[config.mk]
export PLATFORM = sky130hd
export DESIGN_NAME = period_meter_flat
export DESIGN_NICKNAME = d
export VERILOG_FILES = /design/src/rtl/period_meter_if.sv /design/src/rtl/period_meter.sv /design/src/flat_wrapper.sv
export SDC_FILE = /design/constraint.sdc
export NUM_CORES = 1
export LEC_CHECK = 0
export CAP_MARGIN = 0
export CORE_MARGIN = 1
export CORE_UTILIZATION = 40
export CTS_CLUSTER_DIAMETER = 60
export CTS_CLUSTER_SIZE = 28
export DETAILED_ROUTE_END_ITERATION = 8
export REMOVE_ABC_BUFFERS = 1
export SYNTH_ARGS = -nofsm -noshare
export SYNTH_HDL_FRONTEND = slang
export SYNTH_SLANG_ARGS = --single-unit
[constraint.sdc]
create_clock -name sysclk -period 5.15 [get_ports sysclk]
set_input_delay 0.515 -clock sysclk [delete_from_list [all_inputs] [get_ports sysclk]]
set_output_delay 0.515 -clock sysclk [all_outputs]
set_load 0.03 [all_outputs]
[src/rtl/period_meter_if.sv]
// Measurement bus of the clk_in period meter.
// master drives clk_in/enable, slave is the meter itself.
interface period_meter_if #(
    parameter int WIDTH = 32
);
    logic             clk_in;
    logic             enable;
    logic [WIDTH-1:0] period;
    logic [WIDTH-1:0] high_time;
    logic             meas_valid;
    logic             timeout;
    logic [15:0]      meas_count;
    logic             busy;

    modport master (
        output clk_in,
        output enable,
        input  period,
        input  high_time,
        input  meas_valid,
        input  timeout,
        input  meas_count,
        input  busy
    );

    modport slave (
        input  clk_in,
        input  enable,
        output period,
        output high_time,
        output meas_valid,
        output timeout,
        output meas_count,
        output busy
    );
endinterface

[src/rtl/period_meter.sv]
// Period / high-time meter for an asynchronous divided clock.
// Counts sysclk cycles between synchronized clk_in edges.
module period_meter #(
    parameter int WIDTH       = 32,
    parameter int SYNC_STAGES = 2,
    parameter int TIMEOUT     = 1024
) (
    input logic           sysclk,
    input logic           rst,
    period_meter_if.slave bus
);

    typedef enum logic [1:0] {
        IDLE,
        ARM,
        MEASURE
    } state_e;

    localparam logic [WIDTH-1:0] ONE = WIDTH'(1);
    localparam logic [WIDTH-1:0] TMO = WIDTH'(TIMEOUT);

    logic [SYNC_STAGES-1:0] sync_q;
    logic                   s_d_q;
    logic                   sync_s;
    logic                   rise;
    logic                   fall;

    state_e           state_q, state_d;
    logic [WIDTH-1:0] cnt_q, cnt_d;
    logic [WIDTH-1:0] hi_q, hi_d;
    logic [WIDTH-1:0] period_q, period_d;
    logic [WIDTH-1:0] high_q, high_d;
    logic             valid_q, valid_d;
    logic             timeout_q, timeout_d;
    logic [15:0]      meas_count_q, meas_count_d;

    assign sync_s = sync_q[SYNC_STAGES-1];
    assign rise   = sync_s & ~s_d_q;
    assign fall   = ~sync_s & s_d_q;

    // clk_in synchronizer plus one delayed copy for edge detection
    always_ff @(posedge sysclk or posedge rst) begin
        if (rst) begin
            sync_q <= '0;
            s_d_q  <= 1'b0;
        end else begin
            sync_q <= {sync_q[SYNC_STAGES-2:0], bus.clk_in};
            s_d_q  <= sync_s;
        end
    end

    // next state: counter, captures and flags
    always_comb begin
        state_d      = state_q;
        cnt_d        = cnt_q;
        hi_d         = hi_q;
        period_d     = period_q;
        high_d       = high_q;
        valid_d      = 1'b0;
        timeout_d    = timeout_q;
        meas_count_d = meas_count_q;
        if (!bus.enable) begin
            state_d = IDLE;
            cnt_d   = '0;
            hi_d    = '0;
        end else begin
            unique case (state_q)
                IDLE: begin
                    state_d = ARM;
                    cnt_d   = '0;
                end
                ARM: begin
                    if (rise) begin
                        state_d = MEASURE;
                        cnt_d   = ONE;
                    end else if (cnt_q == TMO) begin
                        timeout_d = 1'b1;
                        cnt_d     = '0;
                    end else begin
                        cnt_d = cnt_q + ONE;
                    end
                end
                MEASURE: begin
                    // a rise on the timeout cycle still ends a measurement
                    if (rise) begin
                        period_d     = cnt_q;
                        high_d       = hi_q;
                        valid_d      = 1'b1;
                        meas_count_d = meas_count_q + 16'd1;
                        timeout_d    = 1'b0;
                        cnt_d        = ONE;
                    end else if (cnt_q == TMO) begin
                        timeout_d = 1'b1;
                        state_d   = ARM;
                        cnt_d     = '0;
                    end else begin
                        cnt_d = cnt_q + ONE;
                        if (fall) begin
                            hi_d = cnt_q;
                        end
                    end
                end
                default: begin
                    state_d = IDLE;
                    cnt_d   = '0;
                    hi_d    = '0;
                end
            endcase
        end
    end

    // state and result registers
    always_ff @(posedge sysclk or posedge rst) begin
        if (rst) begin
            state_q      <= IDLE;
            cnt_q        <= '0;
            hi_q         <= '0;
            period_q     <= '0;
            high_q       <= '0;
            valid_q      <= 1'b0;
            timeout_q    <= 1'b0;
            meas_count_q <= '0;
        end else begin
            state_q      <= state_d;
            cnt_q        <= cnt_d;
            hi_q         <= hi_d;
            period_q     <= period_d;
            high_q       <= high_d;
            valid_q      <= valid_d;
            timeout_q    <= timeout_d;
            meas_count_q <= meas_count_d;
        end
    end

    assign bus.period     = period_q;
    assign bus.high_time  = high_q;
    assign bus.meas_valid = valid_q;
    assign bus.timeout    = timeout_q;
    assign bus.meas_count = meas_count_q;
    assign bus.busy       = (state_q != IDLE);

endmodule

[src/flat_wrapper.sv]
// flat-port wrapper written by rule: the top's interface ports become plain ports
module period_meter_flat 
#(
    parameter int WIDTH       = 32,
    parameter int SYNC_STAGES = 2,
    parameter int TIMEOUT     = 1024
)
  (sysclk, rst, bus_clk_in, bus_enable, bus_period, bus_high_time, bus_meas_valid, bus_timeout, bus_meas_count, bus_busy);
  period_meter_if #(.WIDTH(WIDTH)) bus_i ();
  input logic sysclk;
  input logic rst;
  input wire logic [$bits(bus_i.clk_in)-1:0] bus_clk_in;
  input wire logic [$bits(bus_i.enable)-1:0] bus_enable;
  output wire logic [$bits(bus_i.period)-1:0] bus_period;
  output wire logic [$bits(bus_i.high_time)-1:0] bus_high_time;
  output wire logic [$bits(bus_i.meas_valid)-1:0] bus_meas_valid;
  output wire logic [$bits(bus_i.timeout)-1:0] bus_timeout;
  output wire logic [$bits(bus_i.meas_count)-1:0] bus_meas_count;
  output wire logic [$bits(bus_i.busy)-1:0] bus_busy;
  assign bus_i.clk_in = bus_clk_in;
  assign bus_i.enable = bus_enable;
  assign bus_period = bus_i.period;
  assign bus_high_time = bus_i.high_time;
  assign bus_meas_valid = bus_i.meas_valid;
  assign bus_timeout = bus_i.timeout;
  assign bus_meas_count = bus_i.meas_count;
  assign bus_busy = bus_i.busy;
  period_meter #(.WIDTH(WIDTH), .SYNC_STAGES(SYNC_STAGES), .TIMEOUT(TIMEOUT)) u_core (.sysclk(sysclk), .rst(rst), .bus(bus_i));
endmodule
* Yosys cells after proc, flatten, opt, wreduce, memory -nomap -nowiden
Cells that the tools add are included. Widths: inputs -> output; s select.
Word-level totals: register bits after elaboration 151, input bits 4, word-level logic and storage cells 56, output and inout port bits 83
Cells by class: eq/ne operators 10, bitwise logic cells 4, add/subtract/negate cells 2, mux-type cells 21, reductions and logical operators 9
Operator list (number):
- $mux 32 | 8
- $pmux 32 s2 | 1
- $add 32x1->32 const B | 1
- $eq 32x11->1 const B | 1
- $add 16x1->16 const B | 1
- $ne 3x2->1 const B | 3
- $reduce_and 3->1 | 3
- $mux 2 | 4
- $mux 1 | 6
- $ne 3x3->1 const B | 2
- $pmux 2 s3 | 1
- $ne 2x2->1 const B | 2
- $reduce_and 4->1 | 1
- $reduce_bool 2->1 | 2
- $reduce_or 2->1 | 2
- $and 1x1->1 | 2
- $eq 2x1->1 const B | 1
- $eq 2x2->1 const B | 1
- $logic_not 2->1 | 1
- $not 1->1 | 2
- $pmux 1 s2 | 1

* Longest topological paths before layout
Gate-level depths: netlist (run 1).
word-level depth 7, mapped depth 9, depth with buffers taken out 6

* Worst setup path after synthesis (run 1)
OpenSTA, ideal clock, no wires.
path type reg-to-reg, start point reg u_core.state_q[0], end point reg u_core.meas_count_q[11] (netlist: u_core.bus.meas_count[11]), arrival 1.806 ns, slack 3.211 ns, buffers on the path 2, cell stages (with the launch flop) 9, clock period less this slack 1.939 ns, data required time 5.017 ns, setup time 0.133 ns, cells stage by stage dfrtp_1 -> inv_1 -> ha_1 -> buf_2 -> nand4b_1 -> buf_1 -> nor4_2 -> nand4_1 -> xnor2_1
Between the ends: longest elaborated chain between the ends 2
Ends and longest elaborated chain:
- from (decl) | RTL line period_meter.sv:28 | state_e state_q, state_d;
- from (signal assigned) | RTL line period_meter.sv:124 | state_q <= state_d;
- $eq 2x2->1 | RTL line period_meter.sv:67 | unique case (state_q)
- $reduce_and 3->1 (no source line)
- to (signal assigned) | RTL line period_meter.sv:131 | meas_count_q <= meas_count_d;
- to (decl) | RTL line period_meter.sv:35 | logic [15:0] meas_count_q, meas_count_d;
No other way between the ends. A chain may end at the register's enable or synchronous reset.

* Final worst setup path (run 1)
start point reg u_core.state_q[0], end point reg u_core.meas_count_q[3] (netlist: u_core.bus.meas_count[3])
The elaborated chain is that of the path after synthesis.

==> impl_metrics.toml, run 1 <==
[clocking]
postCtsSetupRepairBufs = 0
cts.repair.resized = 0
clkLatencyLatePin_ns = 0.42
numCtsBuffers = 17
cts_sinks = 151
htreeDepth = 4
cts_tree = "yes"
clk_pin_slew_ns = 0.06
cts_buffer_depth = 2
hold_buffers = 0
clock-root-buffer = "clkbuf_16"

[pwr]
p_seq_frac = 0.448
swShare = 0.263
clockPowerShare = 0.438
p_sw_w = 0.000723
leakage_nw = 3.70
power_frac_comb = 0.113
power_w = 0.00275
power_density_mw_per_mm2 = 339
vdd_drop_max_uv = 239
cell_internal_pwr_w = 0.00203

[finish]
nNetsFinal = 727
area_growth_pct = 23.9
drive_gt1_frac = 0.0700
antenna_cells = 0

[outcome]
status = "completed"

[timing]
timing.hold.ws_ns = 0.349
fin_crit_ns = 3.25
slew_headroom = 0.184
finalHoldViolCount = 0
setup_tns_ns = 0
min_period_over_period = 0.631
clock_skew_ns = 0.00754
final_max_slew_viol_count = 0
tightest_slew_ns = 1.22
max_freq_mhz = 308
rsz0062_at_grt = "no"
setup_violations = 0

[floorplanning]
placementRows = 46
dieArea_mm2 = 0.0169
core_mm2 = 0.0159
start_util = 0.410
ios = 87
die_h_um = 130
die_w_um = 130

[global_route]
grt_util_met1 = 0.252
grt.busiest_layer = "met2"
track_usage = 0.180
grt_use_met3 = 0.0316
grtUsageMet2 = 0.278
grt_pass1_vias = 4725
grt-ovfl-total = 0
antenna_found_initial = 0
grt_max_degree = 120
grt_pass1_wl_um = 23800

[synth]
netlist_instances = 648
yosys_warnings = 0
yosysTopAreaCell = "dfrtp_1"
synth_area_leaders = "dfrtp_1 (58%), nand2_1 (12%), a22o_1 (3.7%)"
seq_area_frac_synth = 0.578
ys_seq_elements = 151
ys_top_cells_by_count = "nand2_1 (204), dfrtp_1 (151), a22o_1 (28), a21oi_1 (19), xnor2_1 (19)"
synth.most_common_cell = "nand2_1"
synth-async-reset-ratio = 1.00
synth_area_mm2 = 0.00654
synth_edf_count = 0
ys.flop_type = "dfrtp_1"
synth_top_area_frac = 0.578
post_synth_num_cell_types = 47
avgSynthCellArea_um2 = 10.1

[worst_setup_path]
cp.arrival_ns = 3.55
required_ns = 5.45
max_stage_delay_ns = 1.11
r2r-start = "u_core.state_q[0]"
worstSetupStartpointType = "flip-flop"
r2r_cells = 6
cpLargestDelayFamily = "buffers and inverters"
cp_slowest_cell = "inv_2"
reg2reg_to = "u_core.bus.meas_count[3]"
worstPathCellList = "inv_1 > ha_1 > nand4b_1 > inv_2 > nand4_1 > xnor2_1"
crit_path_end_kind = "flip-flop"
critPathBufInv = 2
critPathKind = "reg2reg"
crit_fanout = 64
r2r_slack_ns = 1.90

[detailed_routing]
wl_um = 14100
vias = 4863
wl_per_cell_um = 14.9
drc = 0
first_pass_iters = 4
viasPerCell = 5.15
drtAntennaViolNets = 0
initialDrtViolationCount = 232

[place]
dpl.hpwl_um = 9050
io_buffers = 86
place.gp.congestion = 0.785

[hold_path]
hold_start = "u_core.sync_q[0]"
holdPathStages = 0
hold_path_class = "reg2reg"
holdPathEnd = "u_core.sync_q[1]"

[flow_run]
maxCapViolCount = 0
[cell families after synthesis]
logic type | Yosys count | share of synthesized area
buffers and inverters | 56 | 0.0385
AO/OA/AOI/OAI | 89 | 0.103
flip-flops | 151 | 0.578
multiplexers | 3 | 0.00478
adder cells (fa/ha/maj) | 7 | 0.0134
AND/OR/NAND/NOR | 316 | 0.228
XOR/XNOR | 26 | 0.0348
[through the flow]
step | cells | worst slack (ns) | utilization | area, µm²
floorplan | 604 | 0.570 | - | 6330
finish | 945 | 1.90 | 0.508 | 8100
global placement | 913 | 1.66 | 0.472 | 7530
global route | 945 | 1.53 | 0.508 | 8100
CTS | 945 | 1.84 | 0.508 | 8100
detailed placement | 913 | 1.54 | 0.472 | 7530
[cell usage in the layout, fill, tap and decap left out, types with 3 or more instances in the layout]
master           instances
a21oi_1                 19
a22o_1                  28
a32o_1                   3
and3_1                   6
and4_1                   6
buf_4                    7
clkbuf_1                 3
clkbuf_16               17
clkdlybuf4s50_1         86
clkinv_2                 3
clkinv_4                 3
dfrtp_1                151
ha_1                     7
inv_1                   10
nand2_1                204
nand3_1                 18
nand4_1                 11
nand4_2                  5
nor2_1                  17
nor3_1                   7
nor4_1                   7
nor4_2                   5
o21ai_0                  8
o31ai_1                 15
or3_1                    5
or4_1                   17
xnor2_1                 19
xor2_1                   7
[power by group through the flow]
stage               registers (W)  clock network (W)  logic, W
floorplan                 0.00127                  0  0.000187
global placement          0.00125                  0  0.000300
detailed placement        0.00125                  0  0.000314
CTS                       0.00123            0.00123  0.000316
global route              0.00124            0.00128  0.000348
finish                    0.00123            0.00121  0.000312
[cell type report]
class | count | area (µm²)
inverters | 12 | 50.0
well taps | 216 | 270
flip-flops and latches | 151 | 3780
clock buffers | 21 | 450
fillers | 1472 | 7840
clock inverters | 11 | 125
repair buffers | 93 | 913
multi-input cells | 441 | 2520
[registers in the layout, summed over array words and instances, names as in the netlist]
name and flops:
u_core.bus.timeout 1, u_core.bus.meas_count 16, u_core.sync_q 2, u_core.bus.meas_valid 1, u_core.cnt_q 32, u_core.s_d_q 1, u_core.bus.period 32, u_core.bus.high_time 32
u_core.state_q 2, u_core.hi_q 32
[layer usage]
metal | routed length [µm] | vias up | part of all wire
li1 | - | 2381 | -
met5 | 0 | - | 0
met3 | 540 | 8 | 0.038
met2 | 6590 | 95 | 0.47
met1 | 6870 | 2379 | 0.49
met4 | 109 | 0 | 0.0077
[worst max path at each step]
stage	cells after the start	slack [ns]	endpoint	from
floorplan	1	0.57	u_core.bus.high_time[0]	rst
global placement	5	1.66	u_core.bus.meas_count[3]	bus_enable
detailed placement	5	1.54	u_core.bus.meas_count[3]	bus_enable
CTS	6	1.84	u_core.bus.meas_count[3]	u_core.state_q[0]
global route	6	1.53	u_core.bus.meas_count[3]	u_core.state_q[0]
finish	6	1.90	u_core.bus.meas_count[3]	u_core.state_q[0]
Note: power is estimated with default switching activity, not from simulation.
==> run 2: changes to the inputs <==
==> constraint.sdc (replaced) <==
create_clock -name sysclk -period 3.4 [get_ports sysclk]
set_input_delay 0.34 -clock sysclk [delete_from_list [all_inputs] [get_ports sysclk]]
set_output_delay 0.34 -clock sysclk [all_outputs]
set_load 0.03 [all_outputs]
==> impl_metrics.toml, run 2 (synthesis gave the netlist of run 1 again) <==
[outcome]
status = "completed"

[place]
place.gp.congestion = 0.788
dpl.hpwl_um = 9310
io_buffers = 86
dp_cells = 916

[worst_setup_path]
cp.arrival_ns = 2.82
required_ns = 3.70
setup.worst_path.start = "u_core.state_q[0]"
crit_path_end_kind = "flip-flop"
r2r_slack_ns = 0.88
crit_end = "u_core.bus.high_time[31]"
r2r-start = "u_core.state_q[0]"
crit_fanout = 56
reg2reg_to = "u_core.bus.high_time[31]"
critPathKind = "reg2reg"
worstSetupStartpointType = "flip-flop"
r2r_cells = 8

[clocking]
cts_tree = "yes"
clkLatencyLatePin_ns = 0.42
numCtsBuffers = 17
clock-root-buffer = "clkbuf_16"
clk_pin_slew_ns = 0.06
hold_buffers = 0
postCtsSetupRepairBufs = 0
htreeDepth = 4
cts.repair.resized = 0
cts_sinks = 151
cts_buffer_depth = 2

[timing]
max_freq_mhz = 397
fin_crit_ns = 2.52
finalHoldViolCount = 0
final_max_slew_viol_count = 0
clock_skew_ns = 0.0121
min_period_over_period = 0.742
setup_violations = 0
rsz0062_at_grt = "no"
slew_headroom = 0.502
tightest_slew_ns = 0.745
setup_tns_ns = 0

[pwr]
power_density_mw_per_mm2 = 513
power_w = 0.00419
vdd_drop_max_uv = 369
leakage_nw = 3.72

[finish]
final_cell_mix = "nand2_1 (204), dfrtp_1 (151), clkdlybuf4s50_1 (86)"
instances_no_fill = 947
nNetsFinal = 730
area_growth_pct = 24.8
drive_gt1_frac = 0.0752
fin_util = 0.512
antenna_cells = 0
final_common_cell = "nand2_1"

[detailed_routing]
drtAntennaViolNets = 0
initialDrtViolationCount = 330
vias = 4913
viasPerCell = 5.19
wl_um = 14300
first_pass_iters = 4
wl_per_cell_um = 15.1
drc = 0

[global_route]
grt-ovfl-total = 0
grt_max_degree = 72
grt_pass1_vias = 5009
grt_pass1_wl_um = 24700
track_usage = 0.187
antenna_found_initial = 0

[floorplanning]
die_w_um = 130
die_h_um = 130
placementRows = 46
start_util = 0.410
core_mm2 = 0.0159
dieArea_mm2 = 0.0169
ios = 87

[flow_run]
maxCapViolCount = 0

[hold_path]
hold_path_class = "reg2reg"
run 2: cell count changes in the layout (fill, tap and decap cells not counted), sizes merged:
cell,before,now
clkinvlp,2,4
buf,7,10
clkinv,6,5
inv,13,12
clkbuf,21,20
run 2: worst max-delay path, stage by stage (launching register included):
cell,delay [ns]
dfrtp_1,0.42
inv_1,0.09
ha_1,0.32
nand4b_1,0.15
buf_4,0.48
inv_2,0.39
buf_4,0.30
nand2_1,0.08
nand2_1,0.06
run 2: layout make-up:
cell class                      count  area [µm²]
Fill cell                        1465        7780
Sequential cell                   151        3780
Multi-Input combinational cell    441        2520
Timing Repair Buffer               96         961
Clock buffer                       20         457
Tap cell                          216         270
Clock inverter                     11         126
Inverter                           12        50.0
run 2: per-stage QoR:
stage	cell area, µm²	hold slack (ns)	worst slack [ns]
after floorplan	6330	0.331	-1.00
after global placement	7580	0.337	0.844
after detailed placement	7580	0.351	0.754
after CTS	8160	0.334	0.901
after global routing	8160	0.355	0.682
final	8160	0.359	0.879
run 2: worst min path at each step:
stage | start | to | depth (start not counted) | slack (ns)
finish | u_core.sync_q[0] | u_core.sync_q[1] | 0 | 0.36
global route | bus_clk_in | u_core.sync_q[0] | 1 | 0.35
CTS | bus_clk_in | u_core.sync_q[0] | 1 | 0.33
detailed placement | u_core.sync_q[0] | u_core.sync_q[1] | 0 | 0.35
global placement | u_core.sync_q[0] | u_core.sync_q[1] | 0 | 0.34
floorplan | u_core.sync_q[0] | u_core.sync_q[1] | 0 | 0.33
run 2: report_power, final:
group          switching, W  leakage [nW]  total, W  internal, W
registers         0.0000384          2.10   0.00187      0.00183
logic              0.000334          1.34  0.000482     0.000148
clock network      0.000724         0.274   0.00184      0.00111
run 2: per-layer routing:
metal  share of wire  up-vias  track usage
met3           0.034       21       0.0369
li1                -     2377            -
met4           0.018        0       0.0834
met2            0.47      106        0.291
met1            0.48     2409        0.254
met5               0        -            0
